## src/rtl/mode7_span_stepper_pkg.sv

```systemverilog
// Shared types and constants for the Mode-7 span stepper.
package mode7_pkg;

  typedef enum logic [2:0] {
    ST_IDLE   = 3'd0,
    ST_SETUP  = 3'd1,
    ST_SUM    = 3'd2,
    ST_STRIDE = 3'd3,
    ST_READY  = 3'd4,
    ST_RUN    = 3'd5
  } mode7_state_e;

  localparam int STRIDE_SHIFT = 16;

  function automatic int coord_w(input int map_bits, input int tex_bits, input int frac_bits);
    return map_bits + tex_bits + frac_bits + 2;
  endfunction

endpackage

```

## src/rtl/mode7_span_stepper_mul.sv

```systemverilog
// One MSB-first shift-add multiplier lane: acc = delta * weight after NBITS steps.
module mode7_serial_mul #(
  parameter int W     = 29,
  parameter int NBITS = 17
) (
  input  logic                clk,
  input  logic                reset,
  input  logic                start,
  input  logic signed [W-1:0] delta,
  input  logic [NBITS-1:0]    weight,
  output logic signed [W-1:0] acc,
  output logic                done
);
  localparam int CW = $clog2(NBITS + 1);
  localparam logic [CW-1:0] LAST = CW'(NBITS - 1);

  logic signed [W-1:0] r_acc;
  logic [NBITS-1:0]    r_w;
  logic [CW-1:0]       r_cnt;
  logic                r_run;

  always_ff @(posedge clk) begin
    if (reset) begin
      r_acc <= '0;
      r_w   <= '0;
      r_cnt <= '0;
      r_run <= 1'b0;
    end else if (start) begin
      r_acc <= '0;
      r_w   <= weight;
      r_cnt <= '0;
      r_run <= 1'b1;
    end else if (r_run) begin
      r_acc <= (r_acc <<< 1) + (r_w[NBITS-1] ? delta : '0);
      r_w   <= r_w << 1;
      r_cnt <= r_cnt + 1'b1;
      if (r_cnt == LAST) r_run <= 1'b0;
    end
  end

  // High during the final step, so the product is complete on the next cycle.
  assign done = r_run && (r_cnt == LAST);
  assign acc  = r_acc;

endmodule

```

## src/rtl/mode7_span_stepper.sv

```systemverilog
// Mode-7 per-scanline (u,v) generator driving map/texel ROM indices.
// Optional MODE7_CLAMP_EN: out-of-map coordinates raise outside and force indices to 0.
module mode7_span_stepper
  import mode7_pkg::*;
#(
  parameter int MAP_BITS     = 6,
  parameter int TEX_BITS     = 5,
  parameter int FRAC_BITS    = 16,
  parameter int H_ACTIVE     = 640,
  parameter int STRIDE_RECIP = 102,
  localparam int COORD_W     = coord_w(MAP_BITS, TEX_BITS, FRAC_BITS)
) (
  input  logic                      clk,
  input  logic                      reset,
  input  logic                      frame_load,
  input  logic signed [COORD_W-1:0] a_u,
  input  logic signed [COORD_W-1:0] a_v,
  input  logic signed [COORD_W-1:0] b_u,
  input  logic signed [COORD_W-1:0] b_v,
  input  logic signed [COORD_W-1:0] c_u,
  input  logic signed [COORD_W-1:0] c_v,
  input  logic signed [COORD_W-1:0] d_u,
  input  logic signed [COORD_W-1:0] d_v,
  input  logic                      line_start,
  input  logic [FRAC_BITS:0]        line_weight,
  input  logic                      pix_en,
  output logic [MAP_BITS-1:0]       map_x,
  output logic [MAP_BITS-1:0]       map_y,
  output logic [TEX_BITS-1:0]       tex_x,
  output logic [TEX_BITS-1:0]       tex_y,
  output logic                      coord_valid,
  output logic                      busy,
  output logic                      outside,
  output logic                      underrun
);
  localparam int W   = COORD_W;
  localparam int PCW = $clog2(H_ACTIVE + 1);
  localparam logic [PCW-1:0] PIX_LAST = PCW'(H_ACTIVE);
  localparam int TLO = FRAC_BITS;
  localparam int MLO = FRAC_BITS + TEX_BITS;

  mode7_state_e        r_state;
  logic signed [W-1:0] w_in   [4][2];
  logic signed [W-1:0] r_sh   [4][2];
  logic signed [W-1:0] r_act  [4][2];
  logic signed [W-1:0] r_end  [4];
  logic signed [W-1:0] w_acc  [4];
  logic [3:0]          w_done;
  logic signed [W-1:0] w_stride [2];
  logic signed [W-1:0] r_stride [2];
  logic signed [W-1:0] r_pos    [2];
  logic [PCW-1:0]      r_pix;
  logic                r_valid;
  logic                r_underrun;
  logic                w_setup_phase;

  // Corner index: 0=a 1=b 2=c 3=d; axis 0=u 1=v.
  assign w_in[0][0] = a_u;  assign w_in[0][1] = a_v;
  assign w_in[1][0] = b_u;  assign w_in[1][1] = b_v;
  assign w_in[2][0] = c_u;  assign w_in[2][1] = c_v;
  assign w_in[3][0] = d_u;  assign w_in[3][1] = d_v;

  // Lanes: 0=left u, 1=left v, 2=right u, 3=right v (left a->c, right b->d).
  generate
    for (genvar gi = 0; gi < 4; gi++) begin : g_lane
      logic signed [W-1:0] w_delta;
      assign w_delta = (r_act[gi/2][gi%2] - r_act[gi/2+2][gi%2]) >>> FRAC_BITS;
      mode7_serial_mul #(.W(W), .NBITS(FRAC_BITS + 1)) u_mul (
        .clk    (clk),
        .reset  (reset),
        .start  (line_start),
        .delta  (w_delta),
        .weight (line_weight),
        .acc    (w_acc[gi]),
        .done   (w_done[gi])
      );
    end
    for (genvar gi = 0; gi < 2; gi++) begin : g_stride
      logic signed [W-1:0] w_span;
      assign w_span       = r_end[gi+2] - r_end[gi];
      assign w_stride[gi] = W'(((2*W)'(w_span) * (2*W)'(STRIDE_RECIP)) >>> STRIDE_SHIFT);
    end
  endgenerate

  assign w_setup_phase = (r_state == ST_SETUP) || (r_state == ST_SUM) || (r_state == ST_STRIDE);

  always_ff @(posedge clk) begin
    if (reset) begin
      r_state    <= ST_IDLE;
      r_pix      <= '0;
      r_valid    <= 1'b0;
      r_underrun <= 1'b0;
      for (int k = 0; k < 4; k++) begin
        r_end[k] <= '0;
        for (int j = 0; j < 2; j++) begin
          r_sh[k][j]  <= '0;
          r_act[k][j] <= '0;
        end
      end
      for (int j = 0; j < 2; j++) begin
        r_stride[j] <= '0;
        r_pos[j]    <= '0;
      end
    end else begin
      if (frame_load) begin
        r_sh       <= w_in;
        r_underrun <= 1'b0;
      end
      if (pix_en && !line_start && w_setup_phase) r_underrun <= 1'b1;

      if (line_start) begin
        r_act   <= r_sh;
        r_valid <= 1'b0;
        r_state <= ST_SETUP;
      end else begin
        case (r_state)
          ST_SETUP: if (&w_done) r_state <= ST_SUM;
          ST_SUM: begin
            for (int k = 0; k < 4; k++) r_end[k] <= r_act[k/2+2][k%2] + w_acc[k];
            r_state <= ST_STRIDE;
          end
          ST_STRIDE: begin
            r_stride <= w_stride;
            r_state  <= ST_READY;
          end
          ST_READY: if (pix_en) begin
            r_pos[0] <= r_end[0];
            r_pos[1] <= r_end[1];
            r_pix    <= PCW'(1);
            r_valid  <= 1'b1;
            r_state  <= ST_RUN;
          end
          ST_RUN: if (pix_en) begin
            if (r_pix == PIX_LAST) begin
              r_valid <= 1'b0;
              r_state <= ST_IDLE;
            end else begin
              for (int j = 0; j < 2; j++) r_pos[j] <= r_pos[j] + r_stride[j];
              r_pix <= r_pix + 1'b1;
            end
          end
          default: r_state <= ST_IDLE;
        endcase
      end
    end
  end

  assign busy        = w_setup_phase;
  assign coord_valid = r_valid;
  assign underrun    = r_underrun;

`ifdef MODE7_CLAMP_EN
  // The top two bits are sign and guard: either set means off the map.
  logic w_out;
  assign w_out   = (|r_pos[0][W-1:W-2]) | (|r_pos[1][W-1:W-2]);
  assign outside = w_out;
  assign map_x   = w_out ? '0 : r_pos[0][MLO +: MAP_BITS];
  assign map_y   = w_out ? '0 : r_pos[1][MLO +: MAP_BITS];
  assign tex_x   = w_out ? '0 : r_pos[0][TLO +: TEX_BITS];
  assign tex_y   = w_out ? '0 : r_pos[1][TLO +: TEX_BITS];
`else
  assign outside = 1'b0;
  assign map_x   = r_pos[0][MLO +: MAP_BITS];
  assign map_y   = r_pos[1][MLO +: MAP_BITS];
  assign tex_x   = r_pos[0][TLO +: TEX_BITS];
  assign tex_y   = r_pos[1][TLO +: TEX_BITS];
`endif

endmodule

```

## config.mk

```make
export PLATFORM = sky130hd
export DESIGN_NAME = mode7_span_stepper
export DESIGN_NICKNAME = d
export VERILOG_FILES = /design/src/rtl/mode7_span_stepper_pkg.sv /design/src/rtl/mode7_span_stepper_mul.sv /design/src/rtl/mode7_span_stepper.sv
export SDC_FILE = /design/constraint.sdc
export NUM_CORES = 2
export LEC_CHECK = 0
export BUFFER_PORTS_ARGS = -buffer_cell sky130_fd_sc_hd__buf_4
export CAP_MARGIN = 20
export CORE_UTILIZATION = 46
export DETAILED_ROUTE_END_ITERATION = 16
export GPL_ROUTABILITY_DRIVEN = 0
export PLACE_DENSITY = 0.67
export SLEW_MARGIN = 15
export SYNTH_ARGS = -nofsm -noshare
export SYNTH_HDL_FRONTEND = slang
export SYNTH_SLANG_ARGS = --single-unit
```

## constraint.sdc

```tcl
create_clock -name clk -period 16.1 [get_ports clk]
set_input_delay 3.22 -clock clk [delete_from_list [all_inputs] [get_ports clk]]
set_output_delay 3.22 -clock clk [all_outputs]
set_load 0.01 [all_outputs]
```

Word level (Yosys, flattened, before mapping). Memory sizes are Yosys's and may differ from the RTL's. Index checks and enable logic that the tools add are counted.

Bits in registers: 745. RAM bits: 174. Input port bits: 254. Output and inout port bits: 26. Logic and storage cells: 179. Memories: 2.

Add/subtract/negate cells: 21. Multipliers: 2. Equal/unequal tests: 19. Mux-type cells: 65. Bitwise gates (word level): 9. Reduce and logical (&&, ||, !) cells: 22.

Memories: r_end (depth 4, width 29, read ports 4, clocked after memory_dff 0, write ports 4, RTL line mode7_span_stepper.sv:46) `logic signed [W-1:0] r_end [4];`; r_pos (depth 2, width 29, read ports 2, clocked after memory_dff 0, write ports 2, RTL line mode7_span_stepper.sv:51) `logic signed [W-1:0] r_pos [2];`.

Operators by type and width (number): two-way mux 29 bit (12); adder 29 bit (10); subtractor 29 bit (6); two-way mux 17 bit (8); multiplier 29 x 7 -> 36 bit (second input constant) (2); two-way mux 1 bit (35); two-way mux 10 bit (3); adder 5 x 1 -> 5 bit (second input constant) (4); == test 5 bit (second input constant) (4); one-hot mux 10 bit (2 select lines) (1); AND reduction 4 bit (4); one-hot mux 3 bit (5 select lines) (1); two-way mux 3 bit (4); nonzero test 2 bit (6); adder 10 x 1 -> 10 bit (second input constant) (1); == test 10 bit (second input constant) (1); != test 3 bit (second input constant) (3); != test 2 bit (second input constant) (4); bitwise OR 1 bit (8); == test 3 x 2 -> 1 bit (second input constant) (2); == test 3 bit (second input constant) (2); logical AND 1 bit (6); AND reduction 5 bit (1); == test 3 x 1 -> 1 bit (second input constant) (1); other kinds (8) (9).

Longest topological paths before layout.
Word-level depth: 8. Depth in mapped cells: 33. Depth with buffers taken out: 33.

Modules after synthesis. From an unflattened synthesis, not the netlist that was laid out.

Cells, all modules: 6767. Area total of the unflattened synthesis: 59942.5 um^2.

Modules (own cells, without submodules): mode7_span_stepper (instances 1, cells each 4914, area each 45182.1 um^2, sequential area each 15534.9 um^2); mode7_serial_mul (g_lane[1].u_mul ...) (instances 3, cells each 460, area each 3674.8 um^2, sequential area each 1041.0 um^2); mode7_serial_mul (g_lane[0].u_mul) (instances 1, cells each 473, area each 3736.1 um^2, sequential area each 1041.0 um^2).

Worst setup path after synthesis. Ideal clock, no wire load.

Path kind: register to register. Start: mem r_end[2][2]. End: reg r_stride[56] (netlist bit). Data arrival time: 6.586 ns. Required time: 16.012 ns. Setup slack: 9.426 ns. Cell stages (with the launch flop): 32. Period minus slack after synthesis: 6.674 ns. Path through: edfxtp_1 ha_1 nor2b_1 o21a_1 o21ai_0 a211oi_1 o21ai_0 nand2b_1 a21o_1 a21o_2 a21o_1 a21o_1 xor2_1 ha_1 ha_1 a21o_1 ha_1 inv_1 fa_1 inv_1 ha_1 a21o_1 a21o_1 a21o_1 a21o_1 a21o_1 a21o_1 o21ai_1 o211ai_1 a31oi_1 o21ai_0 a311oi_2.

RTL lines: start: declaration (RTL line mode7_span_stepper.sv:46); end signal: assignment (RTL line mode7_span_stepper.sv:123) `r_stride <= w_stride;`; end: declaration (RTL line mode7_span_stepper.sv:50) `logic signed [W-1:0] r_stride [2];`.

==> metrics.cfg <==
[yosys]
seq_area_frac_synth=0.333
async_flop_share=0
ys_ff_latch=899
synth_ff_type=dfxtp_1
syn_avg_cell_area_um2=9.01
synth-warning-count=0
synth_edf_count=170
syn_nets=7577
yosysUniqueCellTypes=104
syn_inst=6574
syn_area_mm2=0.0592

[die]
die_h_um=361
dieArea_mm2=0.130
initial_utilization=0.464
die_w_um=361
io_pins=280
num_rows=131
core_area_mm2=0.128

[routing]
post_drt_wl_per_cell_um=18.0
via_per_inst=5.46
vias=46300
drcViolationCount=0
ant_nets=0
initialDrtViolationCount=3254
first_pass_iters=6
routed_wl_mm=153

[final_layout]
fill_cells=11600
drive_gt1_frac=0.0879
multiInputGateArea_mm2=0.0363
final_cell_mix=891 x nor2_1, 725 x dfxtp_1, 654 x ha_1
final_common_cell=nor2_1
diodes=0
final_cell_area_mm2=0.0662
fin_nets=7731
syn_to_final_growth_pct=11.7
final-seq-area_mm2=0.0197

[pwr]
power.leakage_nw=30.9
power.density_mw_per_mm2=129
p_total_mw=8.56
irDropWorstVdd_v=0.000122

[clock_network]
post_cts_resized=0
clk_pin_slew_ns=0.06
clk_latency_ns=0.74
cts_setup_buffers=0
htreeDepth=3
cts_tree=done
clockBufferDepth=3
ctsHoldBuffers=0
clock-sinks=899
cts_buffers=98
clockRootBuffer=clkbuf_16

[global_routing]
grt_pass1_vias=44300
antenna_found_initial=2
grt_overflow=0
grt_pass1_wl_mm=243
grt_usage=0.231
grt_max_degree=204

[timing]
fin_ws_ns=8.39
worstMarginPinSlew_ns=1.14
fmax_ghz=0.130
fin_setup_tns_ns=0
whs_ns=0.456
finalSetupViolCount=0
final.period_utilization=0.479
hold_viol_final=0
relSlewSlack=0.242
layout_min_cycle_time_ns=7.71
drv_slew=0
rsz0062_at_grt=no
finalClockSkew_ns=0.0600

[worst_setup_path]
critPathMaxFanout=5
reg2reg_to=r_stride[56]
reg2reg_slack_ns=8.39
crit_path_end_kind=register
worstSetupPathType=register to register
cpMaxStageDelayCell=fa_1
crit_top_cell=a21o_1
ff2ff_path_depth=33
cp.arrival_ns=8.33
r2r_start=r_end[2][0]
critPathMaxStageDelay_ns=0.50
cp-start-kind=register
worstPathRequired_ns=16.72

[placed_design]
post-dp-hpwl_mm=117
portBuffers=278
dp_slack_ns=8.52
placed_area_mm2=0.0627

[run_status]
status=finished clean

[run]
max_cap_viol_count=0

[min_path]
holdPathEnd=g_lane[0].u_mul.r_w[0]
hold_class=register to register
hp-start=g_lane[0].u_mul.r_w[0]
hold_depth=2

==> where the power goes <==
group,internal [mW],switching (mW),total [mW]
logic,1.57,2.08,3.65
registers,2.39,0.0869,2.48
clock network,1.44,0.990,2.43
total,5.41,3.15,8.56
==> layout make-up <==
| type | count | area share |
|---|---|---|
| inverter | 593 | 0.0336 |
| clock buffer | 134 | 0.0419 |
| clock inverter | 50 | 0.0113 |
| timing repair buffer | 308 | 0.0356 |
| sequential | 899 | 0.298 |
| tap | 1662 | 0.0314 |
| multi-input combinational | 4828 | 0.548 |
==> registers in the layout (all words and copies together) (netlist names) <==
| name | cells |
|---|---|
| underrun | 1 |
| g_lane.u_mul.r_run | 4 |
| r_act | 232 |
| r_pix | 10 |
| r_stride | 42 |
| r_end | 116 |
| g_lane.u_mul.acc | 116 |
| coord_valid | 1 |
| r_pos | 54 |
| g_lane.u_mul.r_w | 68 |
| g_lane.u_mul.r_cnt | 20 |
| r_sh | 232 |
| r_state | 3 |
==> routing by layer <==
layer	GRT usage	wire length [um]	vias to the layer above
met1	0.319	71700	21900
met4	0.0651	3480	0
met3	0.0265	7240	164
li1	-	-	23200
met5	0	0	-
met2	0.380	70200	979
==> synth_stat cells (18+ instances only) <==
library cell,n,share of area
nor2_1,892,0.057
dfxtp_1,729,0.25
ha_1,654,0.14
inv_1,591,0.037
mux2i_1,533,0.090
a21oi_1,375,0.032
nand2_1,294,0.019
a21o_1,224,0.028
o21ai_0,224,0.019
xnor2_1,218,0.032
xor2_1,172,0.025
edfxtp_1,170,0.086
clkbuf_1,155,0.0098
o21a_1,127,0.016
nor3_1,107,0.0090
fa_1,95,0.032
nand3_1,92,0.0078
buf_1,72,0.0046
nand2b_1,67,0.0071
mux2_2,61,0.012
nor2b_1,59,0.0062
a211oi_1,55,0.0070
o21bai_1,48,0.0061
and3_1,45,0.0048
a31oi_1,43,0.0045
nand4_1,43,0.0045
or3_1,36,0.0038
o211ai_1,31,0.0039
and2_1,27,0.0029
buf_4,23,0.0029
o31ai_1,20,0.0025
nor3b_1,19,0.0024
nand3b_1,18,0.0023
o21ai_1,18,0.0015
==> stage by stage <==
step            util  instances
5_1_grt        0.518       8474
3_3_place_gp   0.491       8290
2_1_floorplan      -       6574
3_5_place_dp   0.491       8290
4_1_cts        0.518       8474
6_report       0.518       8474
==> cell families (layout without fill, tap and decap cells) <==
group | count (synthesis) | in the layout | synth area share
xor gates and xnor gates | 393 | 393 | 0.0586
muxes | 594 | 594 | 0.102
buffers and inverters | 847 | 1085 | 0.0552
and+or+nand+nor | 1754 | 1754 | 0.133
adders and majority gates | 749 | 749 | 0.170
DFF | 899 | 899 | 0.333
other | 1 | 1 | 0.0000633
AOI/OAI and AO/OA | 1337 | 1337 | 0.149
==> worst max path at each step <==
stage | start | endpoint | slack, ns | depth (start not counted)
2_1_floorplan | r_end[2][2] | r_stride[56] | 9.43 | 31
3_3_place_gp | r_end[2][0] | r_stride[56] | 8.73 | 33
3_5_place_dp | r_end[2][0] | r_stride[56] | 8.52 | 33
4_1_cts | r_end[0][2] | r_stride[56] | 8.45 | 32
5_1_grt | r_end[2][0] | r_stride[56] | 7.97 | 33
6_report | r_end[2][0] | r_stride[56] | 8.39 | 33
==> worst max-delay path: cells and delay by family (launching register included) <==
kind            cells  cell delay, ns
fa+ha+maj           7            2.17
flops               1            0.35
compound gates     20            4.39
simple gates        2            0.17
buf+inv             3            0.16
xor+xnor            1            0.34
Power figures use the tool's default switching activity.
